--- config.mk ---
export PLATFORM = sky130hd
export DESIGN_NAME = cur_blk_fetch_flat
export DESIGN_NICKNAME = d
export VERILOG_FILES = /design/src/rtl/cur_blk_fetch_if.sv /design/src/rtl/cur_blk_fetch.sv /design/src/flat_wrapper.sv
export SDC_FILE = /design/constraint.sdc
export NUM_CORES = 1
export LEC_CHECK = 0
export ABC_AREA = 1
export BUFFER_PORTS_ARGS = -buffer_cell sky130_fd_sc_hd__buf_2
export CAP_MARGIN = 20
export CORE_ASPECT_RATIO = 0.9
export CORE_UTILIZATION = 61
export CTS_CLUSTER_SIZE = 14
export DETAILED_ROUTE_END_ITERATION = 6
export MAX_ROUTING_LAYER = met4
export PLACE_DENSITY = 0.84
export SYNTH_ARGS = -nofsm -noshare
export SYNTH_HDL_FRONTEND = slang
export SYNTH_SLANG_ARGS = --single-unit
--- constraint.sdc ---
create_clock -name clk -period 11.4 [get_ports clk]
set_input_delay 0 -clock clk [delete_from_list [all_inputs] [get_ports clk]]
set_output_delay 0 -clock clk [all_outputs]
set_load 0.05 [all_outputs]
--- src/rtl/cur_blk_fetch_if.sv ---
// Bundle between the current-block fetcher and its environment: block request,
// frame-store read port and the pixel-beat stream toward the ME core.
interface cur_blk_fetch_if #(
    parameter int ADDR_W = 23,
    parameter int LANES  = 4
);
    logic                 start;
    logic [11:0]          blk_x;
    logic [11:0]          blk_y;
    logic                 busy;
    logic                 err;

    logic                 mem_rd_en;
    logic [ADDR_W-1:0]    mem_addr;
    logic [8*LANES-1:0]   mem_rdata;
    logic                 mem_rvalid;

    // Beat transfer: a beat moves on a rising edge where out_valid && out_ready;
    // out_valid never waits on out_ready, and while out_valid && !out_ready
    // the beat (out_data, out_last) is held unchanged.
    logic                 out_valid;
    logic                 out_ready;
    logic [8*LANES-1:0]   out_data;
    logic                 out_last;

    modport master (
        input  start, blk_x, blk_y, mem_rdata, mem_rvalid, out_ready,
        output busy, err, mem_rd_en, mem_addr, out_valid, out_data, out_last
    );

    modport slave (
        output start, blk_x, blk_y, mem_rdata, mem_rvalid, out_ready,
        input  busy, err, mem_rd_en, mem_addr, out_valid, out_data, out_last
    );
endinterface

--- src/rtl/cur_blk_fetch.sv ---
// Fetches one BLK x BLK block of current-frame luma with in-order reads,
// credit-limited return FIFO and bottom-edge row clamping.
module cur_blk_fetch #(
    parameter int FRAME_W    = 3840,
    parameter int FRAME_H    = 2160,
    parameter int BLK        = 16,
    parameter int LANES      = 4,
    parameter int ADDR_W     = 23,
    parameter int FIFO_DEPTH = 8
) (
    input  logic             clk,
    input  logic             rst,
    cur_blk_fetch_if.master  bus,
    output logic [1:0]       dbg_state
);
    localparam int WPR = BLK / LANES;
    localparam int WPB = BLK * BLK / LANES;
    localparam int CW  = (WPR > 1) ? $clog2(WPR) : 1;
    localparam int RW  = (BLK > 1) ? $clog2(BLK) : 1;
    localparam int BW  = (WPB > 1) ? $clog2(WPB) : 1;
    localparam int PW  = $clog2(FIFO_DEPTH);
    localparam int NW  = $clog2(FIFO_DEPTH + 1);
    localparam logic [ADDR_W-1:0] FW       = ADDR_W'(FRAME_W);
    localparam logic [11:0]       LAST_ROW = 12'(FRAME_H - 1);

    typedef enum logic [1:0] {IDLE = 2'd0, ISSUE = 2'd1, DRAIN = 2'd2} state_t;
    state_t state, state_nx;

    logic [11:0]        cur_row;
    logic [ADDR_W-1:0]  row_base;
    logic [RW-1:0]      row_cnt;
    logic [CW-1:0]      col_cnt;
    logic [NW-1:0]      outstanding;
    logic [NW-1:0]      fifo_count;
    logic [PW-1:0]      wr_ptr;
    logic [PW-1:0]      rd_ptr;
    logic [8*LANES-1:0] fifo_mem [FIFO_DEPTH];
    logic [BW-1:0]      beat_cnt;

    logic coord_bad, accept, credit, issue, push, pop, last_col, last_word, blk_done;

    always_comb begin
        coord_bad = ((int'(bus.blk_x) % LANES) != 0)
                 || (int'(bus.blk_x) + BLK > FRAME_W)
                 || (int'(bus.blk_y) >= FRAME_H);
    end

    // Credit: every read in flight already owns a FIFO slot, so returns never overflow.
    assign credit    = ({1'b0, outstanding} + {1'b0, fifo_count}) < (NW+1)'(FIFO_DEPTH);
    assign accept    = (state == IDLE) && bus.start && !coord_bad;
    assign issue     = (state == ISSUE) && credit;
    assign last_col  = (col_cnt == CW'(WPR - 1));
    assign last_word = last_col && (row_cnt == RW'(BLK - 1));
    assign push      = bus.mem_rvalid;
    assign pop       = bus.out_valid && bus.out_ready;
    assign blk_done  = pop && bus.out_last;

    assign bus.busy      = (state != IDLE);
    assign bus.mem_rd_en = issue;
    assign bus.mem_addr  = row_base + ADDR_W'(col_cnt) * ADDR_W'(LANES);
    assign bus.out_valid = (fifo_count != '0);
    assign bus.out_data  = fifo_mem[rd_ptr];
    assign bus.out_last  = bus.out_valid && (beat_cnt == BW'(WPB - 1));
    assign dbg_state     = state;

    always_comb begin
        state_nx = state;
        case (state)
            IDLE:    if (accept) state_nx = ISSUE;
            ISSUE:   if (issue && last_word) state_nx = DRAIN;
            DRAIN:   if (blk_done) state_nx = IDLE;
            default: state_nx = IDLE;
        endcase
    end

    always_ff @(posedge clk or posedge rst) begin
        if (rst) begin
            state   <= IDLE;
            bus.err <= 1'b0;
        end else begin
            state   <= state_nx;
            bus.err <= (state == IDLE) && bus.start && coord_bad;
        end
    end

    // Row base tracks the clamped row; once at the bottom row it stops advancing.
    always_ff @(posedge clk or posedge rst) begin
        if (rst) begin
            cur_row  <= '0;
            row_base <= '0;
            row_cnt  <= '0;
            col_cnt  <= '0;
        end else if (accept) begin
            cur_row  <= bus.blk_y;
            row_base <= ADDR_W'(bus.blk_y) * FW + ADDR_W'(bus.blk_x);
            row_cnt  <= '0;
            col_cnt  <= '0;
        end else if (issue) begin
            if (last_col) begin
                col_cnt <= '0;
                row_cnt <= row_cnt + RW'(1);
                if (cur_row != LAST_ROW) begin
                    cur_row  <= cur_row + 12'd1;
                    row_base <= row_base + FW;
                end
            end else begin
                col_cnt <= col_cnt + CW'(1);
            end
        end
    end

    always_ff @(posedge clk or posedge rst) begin
        if (rst) begin
            outstanding <= '0;
            fifo_count  <= '0;
            wr_ptr      <= '0;
            rd_ptr      <= '0;
            beat_cnt    <= '0;
            for (int i = 0; i < FIFO_DEPTH; i++) fifo_mem[i] <= '0;
        end else begin
            case ({issue, push})
                2'b10:   outstanding <= outstanding + NW'(1);
                2'b01:   outstanding <= outstanding - NW'(1);
                default: ;
            endcase
            case ({push, pop})
                2'b10:   fifo_count <= fifo_count + NW'(1);
                2'b01:   fifo_count <= fifo_count - NW'(1);
                default: ;
            endcase
            if (push) begin
                fifo_mem[wr_ptr] <= bus.mem_rdata;
                wr_ptr           <= wr_ptr + PW'(1);
            end
            if (pop) rd_ptr <= rd_ptr + PW'(1);
            if (blk_done)  beat_cnt <= '0;
            else if (pop)  beat_cnt <= beat_cnt + BW'(1);
        end
    end

    // A return with nothing in flight means the memory broke the read protocol.
    rvalid_tracked: assert property (@(posedge clk) disable iff (rst)
        !(bus.mem_rvalid && (outstanding == '0)));
endmodule

--- src/flat_wrapper.sv ---
// flat-port wrapper written by rule: the top's interface ports become plain ports
module cur_blk_fetch_flat 
#(
    parameter int FRAME_W    = 3840,
    parameter int FRAME_H    = 2160,
    parameter int BLK        = 16,
    parameter int LANES      = 4,
    parameter int ADDR_W     = 23,
    parameter int FIFO_DEPTH = 8
)
  (clk, rst, dbg_state, bus_start, bus_blk_x, bus_blk_y, bus_mem_rdata, bus_mem_rvalid, bus_out_ready, bus_busy, bus_err, bus_mem_rd_en, bus_mem_addr, bus_out_valid, bus_out_data, bus_out_last);
  cur_blk_fetch_if #(.ADDR_W(ADDR_W), .LANES(LANES)) bus_i ();
  input  logic clk;
  input  logic rst;
  output logic [1:0] dbg_state;
  input wire logic [$bits(bus_i.start)-1:0] bus_start;
  input wire logic [$bits(bus_i.blk_x)-1:0] bus_blk_x;
  input wire logic [$bits(bus_i.blk_y)-1:0] bus_blk_y;
  input wire logic [$bits(bus_i.mem_rdata)-1:0] bus_mem_rdata;
  input wire logic [$bits(bus_i.mem_rvalid)-1:0] bus_mem_rvalid;
  input wire logic [$bits(bus_i.out_ready)-1:0] bus_out_ready;
  output wire logic [$bits(bus_i.busy)-1:0] bus_busy;
  output wire logic [$bits(bus_i.err)-1:0] bus_err;
  output wire logic [$bits(bus_i.mem_rd_en)-1:0] bus_mem_rd_en;
  output wire logic [$bits(bus_i.mem_addr)-1:0] bus_mem_addr;
  output wire logic [$bits(bus_i.out_valid)-1:0] bus_out_valid;
  output wire logic [$bits(bus_i.out_data)-1:0] bus_out_data;
  output wire logic [$bits(bus_i.out_last)-1:0] bus_out_last;
  assign bus_i.start = bus_start;
  assign bus_i.blk_x = bus_blk_x;
  assign bus_i.blk_y = bus_blk_y;
  assign bus_i.mem_rdata = bus_mem_rdata;
  assign bus_i.mem_rvalid = bus_mem_rvalid;
  assign bus_i.out_ready = bus_out_ready;
  assign bus_busy = bus_i.busy;
  assign bus_err = bus_i.err;
  assign bus_mem_rd_en = bus_i.mem_rd_en;
  assign bus_mem_addr = bus_i.mem_addr;
  assign bus_out_valid = bus_i.out_valid;
  assign bus_out_data = bus_i.out_data;
  assign bus_out_last = bus_i.out_last;
  cur_blk_fetch #(.FRAME_W(FRAME_W), .FRAME_H(FRAME_H), .BLK(BLK), .LANES(LANES), .ADDR_W(ADDR_W), .FIFO_DEPTH(FIFO_DEPTH)) u_core (.clk(clk), .rst(rst), .bus(bus_i), .dbg_state(dbg_state));
endmodule
==> results by stage <==
Run status:
- The run finished, with violations left.
- The checks that failed: DRC.

Clock network:
- The number of buffers added by the clock tree synthesis step is 34.
- The total of cells resized after clock tree synthesis is 0.
- The H-tree was split into 2 levels.
- At the later pin of the worst-skew pair, clock insertion delay measures 0.51 ns.
- The root buffer cell is sky130_fd_sc_hd__clkbuf_16.
- The clock net in this run drives a total of 320 sinks.
- Clock-pin slew was measured on the worst setup and hold paths at 0.06 ns.
- The buffer levels on the longest clock path is 3.
- The CTS tree is done.

Routing:
- Dividing the detail-routed wire length by the instance count gives 16.2 µm.
- The post-detailed-route via-to-cell ratio is 5.77.
- In this run, the number of DRC markers left after iteration 0 of detailed routing was 1561.
- The count of nets left with antenna violations once routing finished came out at 0.
- For this run, design rule violations remaining after detail routing come to 10.
- For this block, the routed nets add up to 42500 µm of wire.
- The detailed-routing iteration count for the pre-antenna-repair pass is 7.
- The routed layout has 15200 vias.

Floorplanning:
- The placeable core region is 27400 µm².
- The total die area is 28900 µm².
- The height of the die is 161 µm.
- The number of placed I/O pins is 123.
- The starting density of the core is 62.9%.
- The number of standard-cell rows in the floorplan is 57.
- The width of the die is 179 µm.

Logic synthesis:
- Measured against the total synthesized area, the mux share comes to 0%.
- Yosys mapped a number of flops with a built-in enable equal to 0.
- The simple logic cell fraction of the synthesized area is 20.5%.
- In this run the mean area of a mapped cell was 8.03 µm².
- After synthesis, the share of flip-flops with an asynchronous set or reset is 100%.
- In the synthesized netlist the dominant register cell turns out to be sky130_fd_sc_hd__dfrtp_1.
- For this run, the number of Yosys warnings is 0.
- The number of storage elements in the synthesis netlist is 320.
- The synthesized netlist devotes 6.32% of its cell area to adder and majority cells.
- The area of the mapped netlist is 17200 µm².
- The register area share after synthesis is 46.5%.
- The synthesized netlist devotes 16.6% of its cell area to compound gates.
- The parity-gate share of the synthesized area counting xor and xnor cells is 2.59%.
- The synthesized instance count is 2145.
- The net count after synthesis is 2278.
- The count of distinct cell types in the synthesized netlist is 48.
- After synthesis, the largest family of logic cells by area is simple AND/OR/NAND/NOR gates.

Timing:
- Counting I/O delays and the setup requirement, the final critical path takes 3.76 ns.
- The number of failing hold endpoints at the final stage was 0.
- At the pin with the least slew margin, the transition time is 0.998 ns.
- The part of the cycle the worst path needs is 33.0%.
- The final clock skew is 0.0164 ns.
- The worst pin sits at a relative slew slack of 33.5%.
- Summed over all failing endpoints, the final setup total negative slack is 0 ns.
- Setup repair after global routing left no endpoint under its margin.
- The number of endpoints failing setup at the final stage is 0.
- The number of slew-limit violations in the final report was 0.
- The achievable clock frequency is 266 MHz.

Global routing:
- The first global-routing pass estimated 71400 µm of wire.
- The via count of the first global-routing pass is 14700.
- The number of antenna violations at the first check in global routing is 0.
- Across every metal layer, demand over resource in global routing totals 31.4%.
- Entering global routing, the biggest net connects 198 pins.
- The remaining global-route overflow is 0.

Place:
- Once detailed placement completed, the half-perimeter wirelength came to 26200 µm.
- Routability-driven placement finished with a final weighted congestion of 0.889.
- During placement, the flow inserted port buffers numbering 122.

Power:
- The completed layout was analyzed and its total power is 5880 µW.
- Summed over all cells, the static leakage comes to 0.00960 µW.
- The maximum resistive drop on vdd is 314 µV.
- Dividing total power by cell area gives a power density of 301 nW/µm².

Finish:
- The area overhead of the layout relative to synthesis is 13.4%.
- The final-stage net count is 2388.
- The fraction of final layout cells with drive strength greater than 1 is 9.94%.
- The count of inserted antenna diode cells is 0.

Setup path:
- The type of destination of the critical path is an output port.
- The critical-path maximum fanout is 72.
- By startpoint and endpoint, the worst setup path is classified as flip-flop to output port.
- STA classifies the critical path startpoint as a flip-flop.
- STA puts the critical path data arrival time at 3.76 ns.
- The data required time of the critical path is 11.40 ns.

Hold path:
- The worst hold path belongs to the class input port to flip-flop.

Flow run:
- The count of max-cap constraint violations is 0.
-- stage by stage --
step | setup WS [ns] | hold slack (ns) | cell area [µm²] | util [%] | std cells
after global placement | 8.12 | 0.221 | 17900 | 65.5 | 2520
after floorplan | 2.54 | 0.0871 | 17200 | - | 2145
after CTS | 7.70 | 0.00669 | 19500 | 71.1 | 2625
after detailed placement | 8.03 | 0.225 | 18000 | 65.6 | 2522
after global routing | 7.51 | 0.0545 | 19500 | 71.3 | 2627
final | 7.64 | 0.0329 | 19500 | 71.3 | 2627
-- area by class of cell --
class	instances	area, µm²
clock inverter	3	33.8
sequential	320	8020
tap	354	443
fill	2028	7870
clock buffer	51	976
timing repair buffer	185	1280
multi-input combinational	1497	7950
inverter	217	822
-- where the power goes --
group	internal [µW]	total [µW]	switching, µW
clock network	591	1020	432
registers	1640	2040	394
logic	860	2820	1960
-- critical path: stages, from the launching register on --
cell,delay [ns]
sky130_fd_sc_hd__dfrtp_4,0.77
sky130_fd_sc_hd__inv_2,0.59
sky130_fd_sc_hd__buf_4,0.67
sky130_fd_sc_hd__nor2_1,0.11
sky130_fd_sc_hd__o32ai_1,0.28
sky130_fd_sc_hd__nor2_1,0.07
sky130_fd_sc_hd__a31oi_1,0.33
sky130_fd_sc_hd__buf_2,0.34
-- kinds of logic after synthesis --
kind of cell             Yosys count
buffers and inverters            328
flip-flops                       320
AND/OR/NAND/NOR                  864
XOR/XNOR                          51
adder cells (fa/ha/maj)           72
AO/OA/AOI/OAI                    510
-- what timing repair did --
| item | CTS | global route |
|---|---|---|
| hold endpoints to repair | 402 | 0 |
| hold buffers | 49 | 0 |
| buffers inserted | 0 | 0 |
-- routing by layer --
layer,GRT usage (%),routed length [µm],vias up
li1,-,-,7206
met1,42.4,18300,7241
met2,49.1,20300,605
met3,4.12,2830,105
met4,10.4,1130,0
met5,-,0,-
-- registers in the layout (all words and copies together) (netlist names) --
name                cells
u_core.row_base        23
u_core.outstanding      4
u_core.rd_ptr           3
u_core.cur_row         12
u_core.bus.err          1
u_core.beat_cnt         6
u_core.dbg_state        2
u_core.fifo_count       4
u_core.col_cnt          2
u_core.row_cnt          4
u_core.wr_ptr           3
u_core.fifo_mem       256
-- cell usage in the layout (no fill, tap or decap), types with 11 or more instances in the layout --
master,instances
sky130_fd_sc_hd__o211ai_1,37
sky130_fd_sc_hd__ha_1,47
sky130_fd_sc_hd__clkbuf_16,35
sky130_fd_sc_hd__nand4_1,21
sky130_fd_sc_hd__o32ai_1,32
sky130_fd_sc_hd__xor2_1,40
sky130_fd_sc_hd__inv_1,206
sky130_fd_sc_hd__nand2_2,15
sky130_fd_sc_hd__dlygate4sd3_1,49
sky130_fd_sc_hd__fa_1,25
sky130_fd_sc_hd__buf_2,122
sky130_fd_sc_hd__a21oi_1,22
sky130_fd_sc_hd__dfrtp_1,317
sky130_fd_sc_hd__nand3_1,42
sky130_fd_sc_hd__o21ai_1,11
sky130_fd_sc_hd__a31oi_1,32
sky130_fd_sc_hd__nor3_1,13
sky130_fd_sc_hd__nor2_1,253
sky130_fd_sc_hd__o21ai_0,362
sky130_fd_sc_hd__xnor2_1,11
sky130_fd_sc_hd__clkbuf_1,12
sky130_fd_sc_hd__nand2_1,495
-- synth_stat cells (5+ instances only) --
cell,instances,share of area [%]
sky130_fd_sc_hd__a21oi_1,22,0.64
sky130_fd_sc_hd__a31oi_1,32,1.2
sky130_fd_sc_hd__buf_2,5,0.15
sky130_fd_sc_hd__buf_6,5,0.33
sky130_fd_sc_hd__clkbuf_1,96,2.1
sky130_fd_sc_hd__dfrtp_1,320,47
sky130_fd_sc_hd__fa_1,25,2.9
sky130_fd_sc_hd__ha_1,47,3.4
sky130_fd_sc_hd__inv_1,207,4.5
sky130_fd_sc_hd__inv_2,7,0.15
sky130_fd_sc_hd__nand2_1,501,11
sky130_fd_sc_hd__nand2_2,9,0.33
sky130_fd_sc_hd__nand3_1,43,1.3
sky130_fd_sc_hd__nand4_1,21,0.76
sky130_fd_sc_hd__nor2_1,253,5.5
sky130_fd_sc_hd__nor3_1,13,0.38
sky130_fd_sc_hd__o211ai_1,37,1.6
sky130_fd_sc_hd__o21ai_0,362,11
sky130_fd_sc_hd__o21ai_1,11,0.32
sky130_fd_sc_hd__o32ai_1,32,1.6
sky130_fd_sc_hd__xnor2_1,11,0.56
sky130_fd_sc_hd__xor2_1,40,2.0
-- path summary, 6_finish.rpt --
| kind | cells after the start | start | slack (ns) | endpoint |
|---|---|---|---|---|
| worst min register to register | 2 | u_core.row_base[0] | 0.47 | u_core.row_base[0] |
| worst max-delay path | 7 | u_core.rd_ptr[0] | 7.64 | bus_out_data[29] |
| min in group asynchronous | 3 | rst | 0.16 | u_core.beat_cnt[2] |
| worst max register to register | 7 | u_core.dbg_state[0] | 8.52 | u_core.cur_row[4] |
| max in group asynchronous | 4 | rst | 9.69 | u_core.rd_ptr[1] |
| worst min-delay path | 5 | bus_blk_y[3] | 0.03 | u_core.cur_row[3] |
Power figures use the tool's default switching activity.
